## src/rtl/pong_pkg.sv

```systemverilog
// Shared types and constants for the pong game controller.
// Optional bonus-ball feature is selected with the PONG_BONUS_BALL_EN macro.
package pong_pkg;

  typedef enum logic [1:0] {
    ST_NEWGAME = 2'd0,
    ST_PLAY    = 2'd1,
    ST_NEWBALL = 2'd2,
    ST_OVER    = 2'd3
  } game_state_t;

  localparam int          TIMER_W      = 7;
  localparam logic [6:0]  TIMER_FRAMES = 7'd120;
  localparam logic [1:0]  MAX_BALLS    = 2'd3;
  localparam logic [9:0]  REFR_Y       = 10'd481;
  localparam logic [3:0]  BCD_MAX      = 4'd9;

  // Next value of a single BCD digit, wrapping 9 -> 0.
  function automatic logic [3:0] bcd_next(input logic [3:0] d);
    return (d == BCD_MAX) ? 4'd0 : d + 4'd1;
  endfunction

endpackage

```

## src/rtl/pong_bcd_counter2.sv

```systemverilog
// Two-digit BCD score counter with synchronous clear and increment.
// carry flags the ones digit wrapping 9 -> 0 on the current increment.
module pong_bcd_counter2
  import pong_pkg::*;
(
  input  logic       clk,
  input  logic       reset,
  input  logic       clr,
  input  logic       inc,
  output logic [3:0] d1,
  output logic [3:0] d0,
  output logic       carry
);

  logic [3:0] digit_reg [2];
  logic [3:0] digit_next [2];
  logic [2:0] ripple;

  assign ripple[0] = inc;

  // Each digit advances when every lower digit wraps on this increment.
  generate
    for (genvar gi = 0; gi < 2; gi++) begin : g_digit
      assign ripple[gi+1] = ripple[gi] && (digit_reg[gi] == BCD_MAX);

      always_comb begin
        digit_next[gi] = digit_reg[gi];
        if (clr)
          digit_next[gi] = 4'd0;
        else if (ripple[gi])
          digit_next[gi] = bcd_next(digit_reg[gi]);
      end

      always_ff @(posedge clk or negedge reset) begin
        if (!reset)
          digit_reg[gi] <= 4'd0;
        else
          digit_reg[gi] <= digit_next[gi];
      end
    end
  endgenerate

  assign d0    = digit_reg[0];
  assign d1    = digit_reg[1];
  assign carry = ripple[1];

endmodule

```

## src/rtl/pong_game_ctrl.sv

```systemverilog
// Pong game-flow controller: state machine, ball count, score and restart timer.
// Define PONG_BONUS_BALL_EN to award a ball each time the ones digit wraps.
module pong_game_ctrl
  import pong_pkg::*;
(
  input  logic       clk,
  input  logic       reset,
  input  logic [1:0] btn,
  input  logic [9:0] pix_x,
  input  logic [9:0] pix_y,
  input  logic       hit,
  input  logic       miss,
  output logic       gra_still,
  output logic [1:0] game_state,
  output logic [3:0] score_d1,
  output logic [3:0] score_d0,
  output logic [1:0] balls
);

`ifdef PONG_BONUS_BALL_EN
  localparam logic BONUS_EN = 1'b1;
`else
  localparam logic BONUS_EN = 1'b0;
`endif

  game_state_t        state_reg, state_next;
  logic [1:0]         balls_reg, balls_next;
  logic [TIMER_W-1:0] timer_reg, timer_next;
  logic               hit_d_reg, miss_d_reg;
  logic               gra_still_reg;

  logic refr_tick, hit_rise, miss_rise, btn_press, timer_up;
  logic score_clr, score_inc, score_carry;

  assign refr_tick = (pix_y == REFR_Y) && (pix_x == 10'd0);
  assign hit_rise  = hit  & ~hit_d_reg;
  assign miss_rise = miss & ~miss_d_reg;
  assign btn_press = |btn;
  assign timer_up  = (timer_reg == '0);

  // Miss has priority, so a simultaneous hit never scores.
  assign score_inc = (state_reg == ST_PLAY) && hit_rise && !miss_rise;
  assign score_clr = (state_reg == ST_NEWGAME) ||
                     ((state_reg == ST_OVER) && timer_up);

  pong_bcd_counter2 u_score (
    .clk   (clk),
    .reset (reset),
    .clr   (score_clr),
    .inc   (score_inc),
    .d1    (score_d1),
    .d0    (score_d0),
    .carry (score_carry)
  );

  always_comb begin
    state_next = state_reg;
    balls_next = balls_reg;
    timer_next = (refr_tick && !timer_up) ? timer_reg - 7'd1 : timer_reg;
    case (state_reg)
      ST_NEWGAME: begin
        balls_next = MAX_BALLS;
        if (btn_press)
          state_next = ST_PLAY;
      end
      ST_PLAY: begin
        if (miss_rise) begin
          timer_next = TIMER_FRAMES;
          if (balls_reg == 2'd1) begin
            state_next = ST_OVER;
            balls_next = 2'd0;
          end else begin
            state_next = ST_NEWBALL;
            balls_next = balls_reg - 2'd1;
          end
        end else if (BONUS_EN && score_carry && (balls_reg != MAX_BALLS)) begin
          balls_next = balls_reg + 2'd1;
        end
      end
      ST_NEWBALL: begin
        if (timer_up && btn_press)
          state_next = ST_PLAY;
      end
      ST_OVER: begin
        if (timer_up) begin
          state_next = ST_NEWGAME;
          balls_next = MAX_BALLS;
        end
      end
      default: state_next = ST_NEWGAME;
    endcase
  end

  always_ff @(posedge clk or negedge reset) begin
    if (!reset) begin
      state_reg     <= ST_NEWGAME;
      balls_reg     <= MAX_BALLS;
      timer_reg     <= '0;
      hit_d_reg     <= 1'b0;
      miss_d_reg    <= 1'b0;
      gra_still_reg <= 1'b1;
    end else begin
      state_reg     <= state_next;
      balls_reg     <= balls_next;
      timer_reg     <= timer_next;
      hit_d_reg     <= hit;
      miss_d_reg    <= miss;
      gra_still_reg <= (state_next != ST_PLAY);
    end
  end

  assign game_state = state_reg;
  assign gra_still  = gra_still_reg;
  assign balls      = balls_reg;

endmodule

```

## config.mk

```make
export PLATFORM = sky130hd
export DESIGN_NAME = pong_game_ctrl
export DESIGN_NICKNAME = d
export VERILOG_FILES = /design/src/rtl/pong_pkg.sv /design/src/rtl/pong_bcd_counter2.sv /design/src/rtl/pong_game_ctrl.sv
export SDC_FILE = /design/constraint.sdc
export NUM_CORES = 1
export LEC_CHECK = 0
export ABC_AREA = 1
export BUFFER_PORTS_ARGS = -buffer_cell sky130_fd_sc_hd__buf_2
export CAP_MARGIN = 10
export CORE_ASPECT_RATIO = 0.9
export CORE_UTILIZATION = 40
export DETAILED_ROUTE_END_ITERATION = 8
export PLACE_DENSITY_LB_ADDON = 0.3
export RECOVER_POWER = 50
export SETUP_SLACK_MARGIN = 0.05
export SYNTH_ARGS = -nofsm -noshare
export SYNTH_HDL_FRONTEND = slang
export SYNTH_SLANG_ARGS = --single-unit
```

## constraint.sdc

```tcl
create_clock -name clk -period 3.1 [get_ports clk]
set_clock_uncertainty 0.15 [all_clocks]
set_input_delay 0.465 -clock clk [delete_from_list [all_inputs] [get_ports clk]]
set_output_delay 0.465 -clock clk [all_outputs]
set_load 0.03 [all_outputs]
```

# Yosys cells after proc, flatten, opt, wreduce, memory -nomap -nowiden
# Index checks and enable logic that the tools add are counted.
# op_classes
n_addsub	4
multipliers	0
div_mod_pow	0
order_cmp	0
n_eq_ne	10
shift	0
mux	19
bitwise_logic	4
reduce_logical	18
# op_table
cell	count
$mux W4	6
$mux W7	3
$mux W2	7
$eq A10 B9 Y1 const B	1
$logic_not A10 Y1	1
$add A4 B1 Y4 const B	2
$eq A4 B4 Y1 const B	2
$pmux W2 S4	1
$logic_and A1 B1 Y1	7
$logic_not A7 Y1	1
$sub A7 B1 Y7 const B	1
$pmux W2 S3	1
$eq A2 B1 Y1 const B	2
$eq A2 B2 Y1 const B	2
$ne A2 B2 Y1 const B	2
$reduce_bool A2 Y1	2
$reduce_and A3 Y1	1
$reduce_bool A3 Y1	1
$and A1 B1 Y1	2
$logic_not A1 Y1	2
$logic_not A2 Y1	1
$ne A2 B1 Y1 const B	1
$not A1 Y1	2
$reduce_or A2 Y1	1
other kinds (3)	3
# totals
ff_bits	22
latch_bits	0
mem_bits_rw	0
romBits	0
input_bits	26
output_inout_bits	13
wordCells	63
memories	0

# Logic depth before layout (Yosys ltp)
# depth
ltp_word	7
ltp_mapped	10
ltp_nobuf	10

# By module
# From an unflattened synthesis, not the netlist that was laid out.
# hier_totals
cells_unflattened	213
area_unflattened_um2	1481.4
# by_module_without_submodules
module	n_inst	cells_per_inst	area_each_um2	seq_area_each_um2
pong_game_ctrl	1	145	962.2	354.1
pong_bcd_counter2	1	68	519.2	200.2

# Worst setup path before layout
# Ideal clock, no wire load.
# synth_path
path_type	register to register
startpoint	reg u_score.digit_reg (netlist bit u_score.d0[0])
endpoint	reg u_score.digit_reg (netlist bit u_score.d1[0])
setup_ps	118
arrival_ps	1325
required_ps	2832
slack_ps	1507
path_stages_with_launch	8
n_path_buf	0
period_less_slack_ps	1593
cell_sequence	dfrtp_1 > ha_1 > nand3_1 > nor2_4 > nand3b_4 > inv_2 > nand2_1 > nand2_1
# synth_via
elab_chain_cells	3
# synth_rtl
element	line	rtl
start: declaration	pong_bcd_counter2.sv:15	logic [3:0] digit_reg [2];
start signal: indexed assignment	pong_bcd_counter2.sv:38	digit_reg[gi] <= digit_next[gi];
$eq A4 B4 Y1	pong_bcd_counter2.sv:24	assign ripple[gi+1] = ripple[gi] && (digit_reg[gi] == BCD_MAX);
$logic_and A1 B1 Y1	pong_bcd_counter2.sv:24	
$reduce_bool A2 Y1 (no source line)	-	
# Every way passes these cells.
# A chain may end at the register's enable or synchronous reset.

# Worst setup path after layout
# layout_path
startpoint	in pix_x[4]
endpoint	reg timer_reg[1]
# layout_via
elab_chain_cells	6
# layout_rtl
element	line	rtl
start: declaration	pong_game_ctrl.sv:9	input logic [9:0] pix_x,
$logic_not A10 Y1 (*)	pong_game_ctrl.sv:35	assign refr_tick = (pix_y == REFR_Y) && (pix_x == 10'd0);
$logic_and A1 B1 Y1 (*)	pong_game_ctrl.sv:35	
$logic_and A1 B1 Y1 (*)	pong_game_ctrl.sv:59	timer_next = (refr_tick && !timer_up) ? timer_reg - 7'd1 : timer_reg;
$mux W7 (*)	pong_game_ctrl.sv:59	
$mux W7	pong_game_ctrl.sv:67	if (miss_rise) begin
$mux W7 (*)	pong_game_ctrl.sv:60	case (state_reg)
net timer_next[1]	pong_game_ctrl.sv:28	logic [TIMER_W-1:0] timer_reg, timer_next;
end signal: assignment	pong_game_ctrl.sv:105	timer_reg <= timer_next;
end: declaration	pong_game_ctrl.sv:28	
# Mark *: on every way through the listed nets, which the timed path passes. The rest lies on a longest branch.

==> metrics.cfg <==
[sta]
fin_setup_tns_ns=0
period_share=0.560
whs_ns=0.172
period_needed_ns=1.74
timing.final.max_slew_violations=0
finalSetupViolCount=0
tightest_slew_ns=1.14
hold_violations=0
relSlewSlack=0.241
fmax_mhz=576
rsz0062_at_grt=false

[worst_setup_path]
worstPathArrival_ns=1.78
endpoint_kind=flip-flop
startpoint_type=primary input
worstPathRequired_ns=3.14
crit_fanout=6
criticalPathCategory=in -> reg

[synthesis]
synth_cells=179
syn_nets=211
synth_top_area_frac=0.349
synth_seq_cells=22
syn-cell-area_um2=1360
ys_types=24
yosys.area.top_type=dfrtp_1
seq_area_frac_synth=0.406
ys_warn_count=0
synth_area_leaders=dfrtp_1 35%, nand2_1 11%, inv_1 7.2%
syn_avg_cell_area_um2=7.62

[run_status]
status=finished, final reports clean

[flow_run]
max_cap_violations=0

[drt]
detail_route.wl_per_cell_um=10.5
wirelength_um=2760
highest-signal-layer=met4
first_pass_iters=4
wl_met3_um=156
vias_per_cell=4.65
vias=1224
initialDrtViolationCount=19
ant_nets=0
met2_length_um=1170
drc=0
met1_length_um=1420

[global_routing]
grt_max_degree=23
antenna_found_initial=0
overflow=0
track_usage=0.169
grt_pass1_wl_um=4840
grt_pass1_vias=1065

[clock_tree]
clkSinkCount=22
post_cts_buffers=0
cts-htree-levels=1
cts_root_buf=clkbuf_8
cts_buffers=3
hold_buffers=0
ctsResizeCount=0
clk_latency_ns=0.26
clkTransAtPathRegs_ns=0.08
cts_buffer_depth=2
tritoncts=built

[power]
seqPwrFrac=0.384
peakVddDrop_uv=298
power.density_nw_per_um2=732
internal-power_mw=0.708
netSwitchingPower_mw=0.508
swShare=0.418
clkPwrFrac=0.218
power.leakage_nw=0.896
combPwrFrac=0.398
finalPower_mw=1.22

[floorplanning]
initial_utilization=0.435
io-pin-count=39
std_cell_rows=19
die_area_um2=3650
die_x_um=63.6
die_h_um=57.4
coreArea_um2=3140

[layout]
diodes=0
mostFrequentLayoutCell=nand2_1
drive_gt1_frac=0.271
final_cell_mix=41 x nand2_1, 35 x buf_2, 27 x nor2_1
seq_area_um2=554
multi_input_area_um2=673
synthToLayoutAreaGrowth_pct=21.8
fill_cells=331
stdcell_area_um2=1660
fin_nets=254
largest_reg_flops=7

[place]
placed_cell_area_um2=1610
globalplace.congestion=0.816
dp_hpwl_um=2170
port_buffers=38

[worst_hold_path]
hold_path_class=in -> reg

-- power by group through the flow --
stage | registers [mW] | logic, mW | clock network [mW]
2_1_floorplan | 0.546 | 0.285 | 0
3_3_place_gp | 0.475 | 0.482 | 0
3_5_place_dp | 0.472 | 0.491 | 0
4_1_cts | 0.469 | 0.490 | 0.271
5_1_grt | 0.481 | 0.545 | 0.281
6_report | 0.467 | 0.484 | 0.265
-- cells by family (layout without fill, tap and decap cells) --
family / count (synthesis) / after routing / share of synthesized area
simple gates: 103 / 103 / 0.378
compound gates: 11 / 11 / 0.0440
fa+ha+maj: 6 / 6 / 0.0550
xor+xnor: 4 / 4 / 0.0257
buf+inv: 33 / 75 / 0.0908
flops: 22 / 22 / 0.406
-- routing by layer --
layer	vias to the layer above	GRT usage
met5	-	0
met4	0	0.0390
met3	4	0.0520
met2	25	0.248
li1	648	-
met1	547	0.243
-- final cells by class --
| type | count | share of cell area |
|---|---|---|
| clock buffer | 3 | 0.0248 |
| clock inverter | 1 | 0.0181 |
| inverter | 33 | 0.0745 |
| multi-input combinational | 124 | 0.405 |
| sequential | 22 | 0.334 |
| tap | 42 | 0.0316 |
| timing repair buffer | 38 | 0.112 |
-- synthesized netlist by cell type --
library cell,number
inv_2,7
ha_1,6
nand3b_1,1
nand2_2,3
nand3_2,1
xnor2_1,3
o21ai_0,3
dfrtp_1,19
nand3b_4,1
nor2_2,3
o211ai_1,1
nand3_1,13
o21ai_1,2
nand2_1,41
nor2_4,3
nand4_1,9
nor2_1,26
dfstp_2,3
nor3_4,1
xor2_1,1
inv_1,26
nand3_4,1
a21oi_1,3
a31oi_1,2
-- final timing paths --
| check | from | cells after the start | slack, ns | to |
|---|---|---|---|---|
| worst min-delay path | hit | 1 | 0.17 | hit_d_reg |
| worst max-delay path | pix_x[4] | 10 | 1.36 | timer_reg[1] |
| worst min register to register | balls[1] | 2 | 0.35 | balls[1] |
| max in group asynchronous | reset | 1 | 1.87 | u_score.d1[3] |
| min in group asynchronous | reset | 1 | 0.25 | timer_reg[3] |
| worst max register to register | timer_reg[0] | 9 | 1.45 | u_score.d1[3] |
-- through the flow --
stage | std cells | util | worst slack (ns)
2_1_floorplan | 179 | - | 1.51
5_1_grt | 263 | 0.530 | 1.07
6_report | 263 | 0.530 | 1.36
3_3_place_gp | 259 | 0.512 | 1.32
4_1_cts | 263 | 0.535 | 1.42
3_5_place_dp | 259 | 0.512 | 1.24
-- critical path, stage by stage --
cell	delay, ns
buf_2	0.09
inv_1	0.04
nand2_1	0.05
nor2_1	0.11
nand2_1	0.07
nor2_1	0.30
nand2_1	0.17
nor2_1	0.30
nor2_1	0.08
nor2_1	0.10
Power figures use the tool's default switching activity.
